==> config.mk <==
export PLATFORM = sky130hd
export DESIGN_NAME = vram_arbiter_flat
export DESIGN_NICKNAME = d
export VERILOG_FILES = /design/src/rtl/vram_arbiter_if.sv /design/src/rtl/vram_arbiter.sv /design/src/flat_wrapper.sv
export SDC_FILE = /design/constraint.sdc
export NUM_CORES = 1
export LEC_CHECK = 0
export ABC_AREA = 1
export CAP_MARGIN = 20
export CORE_MARGIN = 2
export CORE_UTILIZATION = 45
export DETAILED_ROUTE_END_ITERATION = 12
export PLACE_DENSITY = 0.79
export SLEW_MARGIN = 10
export SYNTH_ARGS = -nofsm -noshare
export SYNTH_HDL_FRONTEND = slang
export SYNTH_SLANG_ARGS = --single-unit
==> constraint.sdc <==
create_clock -name Clock -period 3.32 [get_ports Clock]
set_input_delay 0.664 -clock Clock [delete_from_list [all_inputs] [get_ports Clock]]
set_output_delay 0.664 -clock Clock [all_outputs]
set_load 0.01 [all_outputs]
==> src/rtl/vram_arbiter_if.sv <==
// Bus bundle between the VGA timing side, CPU pixel writer, framebuffer RAM and DAC.
// oStallCount exists only when VRAM_ARB_STALL_CNT_EN is defined.
interface vram_arbiter_if #(
  parameter int XWidth = 8,
  parameter int YWidth = 8,
  parameter int DWidth = 8
);
  logic                      iDisplay;
  logic [XWidth-1:0]         iCol;
  logic [YWidth-1:0]         iRow;
  logic                      iWrReq;
  logic [XWidth+YWidth-1:0]  iWrAddr;
  logic [DWidth-1:0]         iWrData;
  logic                      oWrAck;
  logic                      oFifoFull;
  logic                      oFifoEmpty;
  logic [XWidth+YWidth-1:0]  oMemAddr;
  logic                      oMemWe;
  logic [DWidth-1:0]         oMemWrData;
  logic [DWidth-1:0]         iMemRdData;
  logic [DWidth-1:0]         oPixel;
  logic                      oPixelValid;
  logic [1:0]                oGrant;
`ifdef VRAM_ARB_STALL_CNT_EN
  logic [15:0]               oStallCount;
`endif

  modport slave (
    input  iDisplay, iCol, iRow, iWrReq, iWrAddr, iWrData, iMemRdData,
    output oWrAck, oFifoFull, oFifoEmpty, oMemAddr, oMemWe, oMemWrData,
           oPixel, oPixelValid, oGrant
`ifdef VRAM_ARB_STALL_CNT_EN
    , output oStallCount
`endif
  );

  modport master (
    output iDisplay, iCol, iRow, iWrReq, iWrAddr, iWrData, iMemRdData,
    input  oWrAck, oFifoFull, oFifoEmpty, oMemAddr, oMemWe, oMemWrData,
           oPixel, oPixelValid, oGrant
`ifdef VRAM_ARB_STALL_CNT_EN
    , input oStallCount
`endif
  );
endinterface

==> src/rtl/vram_arbiter.sv <==
// Single-port VRAM arbiter: display fetch owns the RAM while active, buffered CPU
// writes drain during blanking. Define VRAM_ARB_STALL_CNT_EN for the stall counter.
module vram_arbiter #(
  parameter int XWidth    = 8,
  parameter int YWidth    = 8,
  parameter int DWidth    = 8,
  parameter int FifoDepth = 4
) (
  input logic            Clock,
  input logic            Reset,
  vram_arbiter_if.slave  bus
);
  localparam int AWidth = XWidth + YWidth;
  localparam int PWidth = $clog2(FifoDepth);
  localparam int CWidth = PWidth + 1;
  localparam int Stages = 3;

  typedef struct packed {
    logic [AWidth-1:0] addr;
    logic [DWidth-1:0] data;
  } wrEntry_t;

  typedef enum logic [1:0] {
    GrNone = 2'd0,
    GrDisp = 2'd1,
    GrCpu  = 2'd2
  } grant_e;

  wrEntry_t          fifoMem [FifoDepth];
  wrEntry_t          head;
  logic [PWidth-1:0] wrPtr, rdPtr;
  logic [CWidth-1:0] count;
  logic              full, empty, push, pop;

  grant_e            grantQ, nextGrant;
  logic [AWidth-1:0] memAddr;
  logic [DWidth-1:0] memWrData;
  logic              memWe;
  logic              wrAck;

  logic [Stages:1]   vldPipe;
  logic [DWidth-1:0] pixel;

  assign full  = (count == CWidth'(FifoDepth));
  assign empty = (count == '0);
  assign head  = fifoMem[rdPtr];
  // Full is judged before the edge, so a same-edge pop never frees room for a push.
  assign push  = bus.iWrReq && !full;
  assign pop   = !bus.iDisplay && !empty;

  always_comb begin
    nextGrant = GrNone;
    if (bus.iDisplay) nextGrant = GrDisp;
    else if (!empty)  nextGrant = GrCpu;
  end

  always_ff @(posedge Clock or negedge Reset) begin
    if (!Reset) begin
      grantQ    <= GrNone;
      memAddr   <= '0;
      memWrData <= '0;
      memWe     <= 1'b0;
    end else begin
      grantQ <= nextGrant;
      memWe  <= 1'b0;
      case (nextGrant)
        GrDisp: memAddr <= {bus.iRow, bus.iCol};
        GrCpu: begin
          memAddr   <= head.addr;
          memWrData <= head.data;
          memWe     <= 1'b1;
        end
        default: ;
      endcase
    end
  end

  always_ff @(posedge Clock) begin
    if (push) fifoMem[wrPtr] <= '{addr: bus.iWrAddr, data: bus.iWrData};
  end

  always_ff @(posedge Clock or negedge Reset) begin
    if (!Reset) begin
      wrPtr <= '0;
      rdPtr <= '0;
      count <= '0;
      wrAck <= 1'b0;
    end else begin
      wrAck <= push;
      if (push) wrPtr <= wrPtr + PWidth'(1);
      if (pop)  rdPtr <= rdPtr + PWidth'(1);
      case ({push, pop})
        2'b10:   count <= count + CWidth'(1);
        2'b01:   count <= count - CWidth'(1);
        default: ;
      endcase
    end
  end

  // Fetch: addr out at N+1, RAM data at N+2, pixel registered at N+3.
  always_ff @(posedge Clock or negedge Reset) begin
    if (!Reset) begin
      vldPipe <= '0;
      pixel   <= '0;
    end else begin
      vldPipe <= {vldPipe[Stages-1:1], bus.iDisplay};
      pixel   <= vldPipe[Stages-1] ? bus.iMemRdData : '0;
    end
  end

`ifdef VRAM_ARB_STALL_CNT_EN
  logic [15:0] stallCnt;

  always_ff @(posedge Clock or negedge Reset) begin
    if (!Reset)                                        stallCnt <= '0;
    else if (bus.iWrReq && full && stallCnt != 16'hFFFF) stallCnt <= stallCnt + 16'd1;
  end

  assign bus.oStallCount = stallCnt;
`endif

  assign bus.oGrant      = grantQ;
  assign bus.oMemAddr    = memAddr;
  assign bus.oMemWrData  = memWrData;
  assign bus.oMemWe      = memWe;
  assign bus.oWrAck      = wrAck;
  assign bus.oFifoFull   = full;
  assign bus.oFifoEmpty  = empty;
  assign bus.oPixel      = pixel;
  assign bus.oPixelValid = vldPipe[Stages];
endmodule

==> src/flat_wrapper.sv <==
// flat-port wrapper written by rule: the top's interface ports become plain ports
module vram_arbiter_flat 
#(
  parameter int XWidth    = 8,
  parameter int YWidth    = 8,
  parameter int DWidth    = 8,
  parameter int FifoDepth = 4
)
  (Clock, Reset, bus_iDisplay, bus_iCol, bus_iRow, bus_iWrReq, bus_iWrAddr, bus_iWrData, bus_iMemRdData, bus_oWrAck, bus_oFifoFull, bus_oFifoEmpty, bus_oMemAddr, bus_oMemWe, bus_oMemWrData, bus_oPixel, bus_oPixelValid, bus_oGrant);
  vram_arbiter_if #(.XWidth(XWidth), .YWidth(YWidth), .DWidth(DWidth)) bus_i ();
  input logic Clock;
  input logic Reset;
  input wire logic [$bits(bus_i.iDisplay)-1:0] bus_iDisplay;
  input wire logic [$bits(bus_i.iCol)-1:0] bus_iCol;
  input wire logic [$bits(bus_i.iRow)-1:0] bus_iRow;
  input wire logic [$bits(bus_i.iWrReq)-1:0] bus_iWrReq;
  input wire logic [$bits(bus_i.iWrAddr)-1:0] bus_iWrAddr;
  input wire logic [$bits(bus_i.iWrData)-1:0] bus_iWrData;
  input wire logic [$bits(bus_i.iMemRdData)-1:0] bus_iMemRdData;
  output wire logic [$bits(bus_i.oWrAck)-1:0] bus_oWrAck;
  output wire logic [$bits(bus_i.oFifoFull)-1:0] bus_oFifoFull;
  output wire logic [$bits(bus_i.oFifoEmpty)-1:0] bus_oFifoEmpty;
  output wire logic [$bits(bus_i.oMemAddr)-1:0] bus_oMemAddr;
  output wire logic [$bits(bus_i.oMemWe)-1:0] bus_oMemWe;
  output wire logic [$bits(bus_i.oMemWrData)-1:0] bus_oMemWrData;
  output wire logic [$bits(bus_i.oPixel)-1:0] bus_oPixel;
  output wire logic [$bits(bus_i.oPixelValid)-1:0] bus_oPixelValid;
  output wire logic [$bits(bus_i.oGrant)-1:0] bus_oGrant;
  assign bus_i.iDisplay = bus_iDisplay;
  assign bus_i.iCol = bus_iCol;
  assign bus_i.iRow = bus_iRow;
  assign bus_i.iWrReq = bus_iWrReq;
  assign bus_i.iWrAddr = bus_iWrAddr;
  assign bus_i.iWrData = bus_iWrData;
  assign bus_i.iMemRdData = bus_iMemRdData;
  assign bus_oWrAck = bus_i.oWrAck;
  assign bus_oFifoFull = bus_i.oFifoFull;
  assign bus_oFifoEmpty = bus_i.oFifoEmpty;
  assign bus_oMemAddr = bus_i.oMemAddr;
  assign bus_oMemWe = bus_i.oMemWe;
  assign bus_oMemWrData = bus_i.oMemWrData;
  assign bus_oPixel = bus_i.oPixel;
  assign bus_oPixelValid = bus_i.oPixelValid;
  assign bus_oGrant = bus_i.oGrant;
  vram_arbiter #(.XWidth(XWidth), .YWidth(YWidth), .DWidth(DWidth), .FifoDepth(FifoDepth)) u_core (.Clock(Clock), .Reset(Reset), .bus(bus_i));
endmodule
==> impl_metrics.csv <==
group,metric,value,unit
outcome,run_status,"finished, final reports clean",
clocking,clock_insertion_delay_worst_skew,0.41,ns
critical_path,cpLargestDelayFamily,"buffers and inverters",
detailed_routing,finalWirelength,13400,microns
placed_design,post-place-ws,0.378,ns
synthesis,synth_area_leaders,"edfxtp_1 47%, dfrtp_1 18%, nand2_1 14%",
detailed_routing,remaining_drc_errors,0,
critical_path,crit_path_end_kind,"output pin",
layout,nets,764,
timing,layout_min_cycle_time,2.64,ns
timing,final.setup_skew,0.00724,ns
detailed_routing,post_drt_wl_per_cell,14.9,microns
detailed_routing,initialDrtViolationCount,334,
clocking,cts.clk_slew.worst_paths,0.05,ns
clocking,clockBufferDepth,2,
critical_path,timing.setup.critical_path_class,"reg2out",
global_routing,grt_max_degree,50,
synthesis,synth-warning-count,0,
detailed_routing,viasPerCell,4.80,
pwr,totalPowerFinal,6.39,mW
critical_path,arrival_time_worst_endpoint,1.97,ns
critical_path,worstPathBufferInverterCount,2,
clocking,maximum_level_of_the_cts_h_tree,4,
synthesis,synth_nets,673,
global_routing,track_usage,0.191,
placed_design,portBuffers,90,
placed_design,place.gp.congestion,0.780,
synthesis,synth_area,0.00609,sq mm
synthesis,ys_seq_area_frac,0.658,
detailed_routing,antenna_violating_nets_post_route,0,
clocking,post_cts.resized_instances,0,
synthesis,synth-compound-area-share,0.00370,
timing,final.setup.worst_slack,0.684,ns
synthesis,synth-simple-area-share,0.203,
floorplanning,initial_standard_cell_utilization_of_the_core,0.460,
critical_path,crit_path_max_fanout,19,
synthesis,synthesis.instances,615,
synthesis,synth_top_family_by_area,"simple AND/OR/NAND/NOR gates",
floorplanning,die_height,120,microns
hold_path,holdCritPathClass,"in2async",
global_routing,wire_length_of_the_first_global_routing_pass,21100,microns
global_routing,grt_antenna_before_repair,0,
critical_path,timing.critical_path.slowest_cell_delay,0.53,ns
layout,drive_gt1_frac,0.0682,
global_routing,vias_in_the_first_global_route,4412,
placed_design,dp.cells,862,
layout,stdcell_count,896,
floorplanning,pin_count,91,
job,cap_viol_max_count,0,
timing,finalSetupViolations,0,
floorplanning,die_outline_width,120,microns
detailed_routing,m1_wl,5580,microns
synthesis,synthXorXnorAreaFrac,0.00719,
synthesis,synth_top_cell_area_share,0.473,
pwr,leakage_power,3.65,nW
pwr,vdd_drop_max,0.000459,V
detailed_routing,highest_layer,"met4",
timing,max_slew.worst_pin.slew,0.933,ns
clocking,cts_hold_buffers,0,
placed_design,place.detailed.hpwl,8100,microns
timing,max_freq,379,MHz
timing,timing.final.hold_violations,0,
pwr,power.density_cell_area,831,mW/mm^2
clocking,clock_sink_count,141,
synthesis,fraction_of_the_mapped_netlist_area_in_adder_cells,0.0136,
detailed_routing,drt_pass1_iterations,5,
detailed_routing,met2_length,6540,microns
global_routing,globalRoute.totalOverflow,0,
synthesis,synth_enable_flop_cells,96,
clocking,cts_tree,"yes",
critical_path,crit_path_top_delay_cell,"clkdlybuf4s50_1",
clocking,cts_inserted_buffers,17,
synthesis,synth.mux.area_fraction,0,
placed_design,detailed_place.area,0.00709,sq mm
synthesis,synthesis.area_per_instance,9.90,sq um
synthesis,synth_area_leader_cell,"edfxtp_1",
layout,area.growth.synth_to_final,26.2,%
clocking,cts_root_buffer,"clkbuf_16",
detailed_routing,detail_route_met3_wl,1030,microns
critical_path,worst_ep_required_time,2.66,ns
floorplanning,fp.dieArea,0.0145,sq mm
floorplanning,core.rowCount,42,
synthesis,postSynthRegisterBits,141,
floorplanning,total_core_area,0.0132,sq mm
critical_path,chain_of_cells_forming_the_critical_path,"nor2_4 > nand2_1 > inv_1 > clkdlybuf4s50_1",
detailed_routing,dr_total_vias,4305,
synthesis,synth.lib_cells_used.distinct,23,
layout,final_core_util,0.580,
timing,relative_slew_slack,0.378,
timing,drv_slew,0,
synthesis,yosys_most_used_dff,"edfxtp_1",
layout,final_design_area_no_fill,0.00769,sq mm
timing,final.hold.worst_slack,0.132,ns
synthesis,synth-async-reset-ratio,0.319,
timing,fin_setup_tns,0,ns
timing,grt_setup_unrepaired,"no",
critical_path,crit_path_start_kind,"flop",
timing,tcrit_tclk_final,0.794,
clocking,post_cts.repair.setup_buffers,0,
routing by layer:
metal / vias up / track usage
met5: - / 0
met4: 0 / 0.0879
met3: 22 / 0.0552
met2: 160 / 0.313
met1: 2058 / 0.233
li1: 2065 / -
worst register-to-register path: stages (launching register included):
cell	delay, ns
dfrtp_1	0.42
nor2_4	0.39
nand2_1	0.14
nand2_2	0.21
ha_1	0.22
inv_1	0.07
fa_1	0.38
nand2_1	0.09
nand3b_1	0.09
xor2_1	0.15
registers in the layout (all words and copies together) (netlist names):
signal                 cells
u_core.bus.oPixel          8
u_core.bus.oMemAddr       16
u_core.bus.oGrant          2
u_core.wrPtr               2
u_core.bus.oWrAck          1
u_core.fifoMem            96
u_core.vldPipe             2
u_core.bus.oMemWe          1
u_core.bus.oMemWrData      8
u_core.rdPtr               2
u_core.count               3
final timing paths:
| check | start | end | slack, ns | cells after the start |
|---|---|---|---|---|
| setup / recovery | u_core.count[1] | bus_oFifoFull | 0.68 | 4 |
| hold / removal | Reset | u_core.bus.oWrAck | 0.13 | 1 |
| setup reg to reg | u_core.count[1] | u_core.count[2] | 1.05 | 9 |
| hold reg to reg | u_core.bus.oGrant[0] | u_core.vldPipe[2] | 0.39 | 0 |
| max in group asynchronous | Reset | u_core.bus.oPixel[0] | 2.71 | 2 |
| min in group Clock | u_core.bus.oGrant[0] | u_core.vldPipe[2] | 0.39 | 0 |
cell families (layout without fill, tap and decap cells):
kind of cell | Yosys count | count (layout)
other cells | 0 | 1
flops | 141 | 141
xor+xnor | 5 | 5
compound gates | 4 | 4
fa+ha+maj | 6 | 6
buf+inv | 164 | 268
simple gates | 295 | 295
layout make-up:
type / instances / area (sq um)
antenna: 1 / 2.50
multi-input combinational: 310 / 1400
tap: 176 / 220
clock inverter: 4 / 22.5
inverter: 138 / 520
timing repair buffer: 98 / 968
fill: 1007 / 5560
clock buffer: 28 / 548
sequential: 141 / 4010
placed cells by master, fill, tap and decap left out:
| cell type | count |
|---|---|
| nand2_1 | 222 |
| edfxtp_1 | 96 |
| nand3_1 | 48 |
| clkbuf_8 | 6 |
| fa_1 | 1 |
| buf_4 | 7 |
| clkbuf_1 | 4 |
| a21boi_0 | 1 |
| dfrtp_1 | 45 |
| nand2_2 | 1 |
| diode_2 | 1 |
| nand3b_1 | 1 |
| inv_4 | 3 |
| ha_1 | 5 |
| nand2_4 | 2 |
| clkbuf_16 | 18 |
| nor2_4 | 1 |
| inv_1 | 134 |
| buf_2 | 1 |
| nand4_1 | 16 |
| o21ai_0 | 3 |
| buf_12 | 1 |
| xor2_1 | 3 |
| xnor2_1 | 2 |
| inv_2 | 3 |
| clkinv_2 | 2 |
| clkdlybuf4s50_1 | 89 |
| nor2_2 | 4 |
where the power goes:
| group | internal, mW | switching [mW] | total (mW) |
|---|---|---|---|
| combinational | 0.769 | 1.31 | 2.08 |
| clock | 1.12 | 0.660 | 1.78 |
| sequential | 2.34 | 0.185 | 2.52 |
synth_stat cells (all sizes together), types with 2 or more instances:
cell,instances
o21ai,3
xnor2,2
edfxtp,96
nand3,48
nor2,5
inv,138
clkbuf,3
ha,5
nand2,225
buf,23
dfrtp,45
xor2,3
nand4,16
Note: power is estimated with default switching activity, not from simulation.
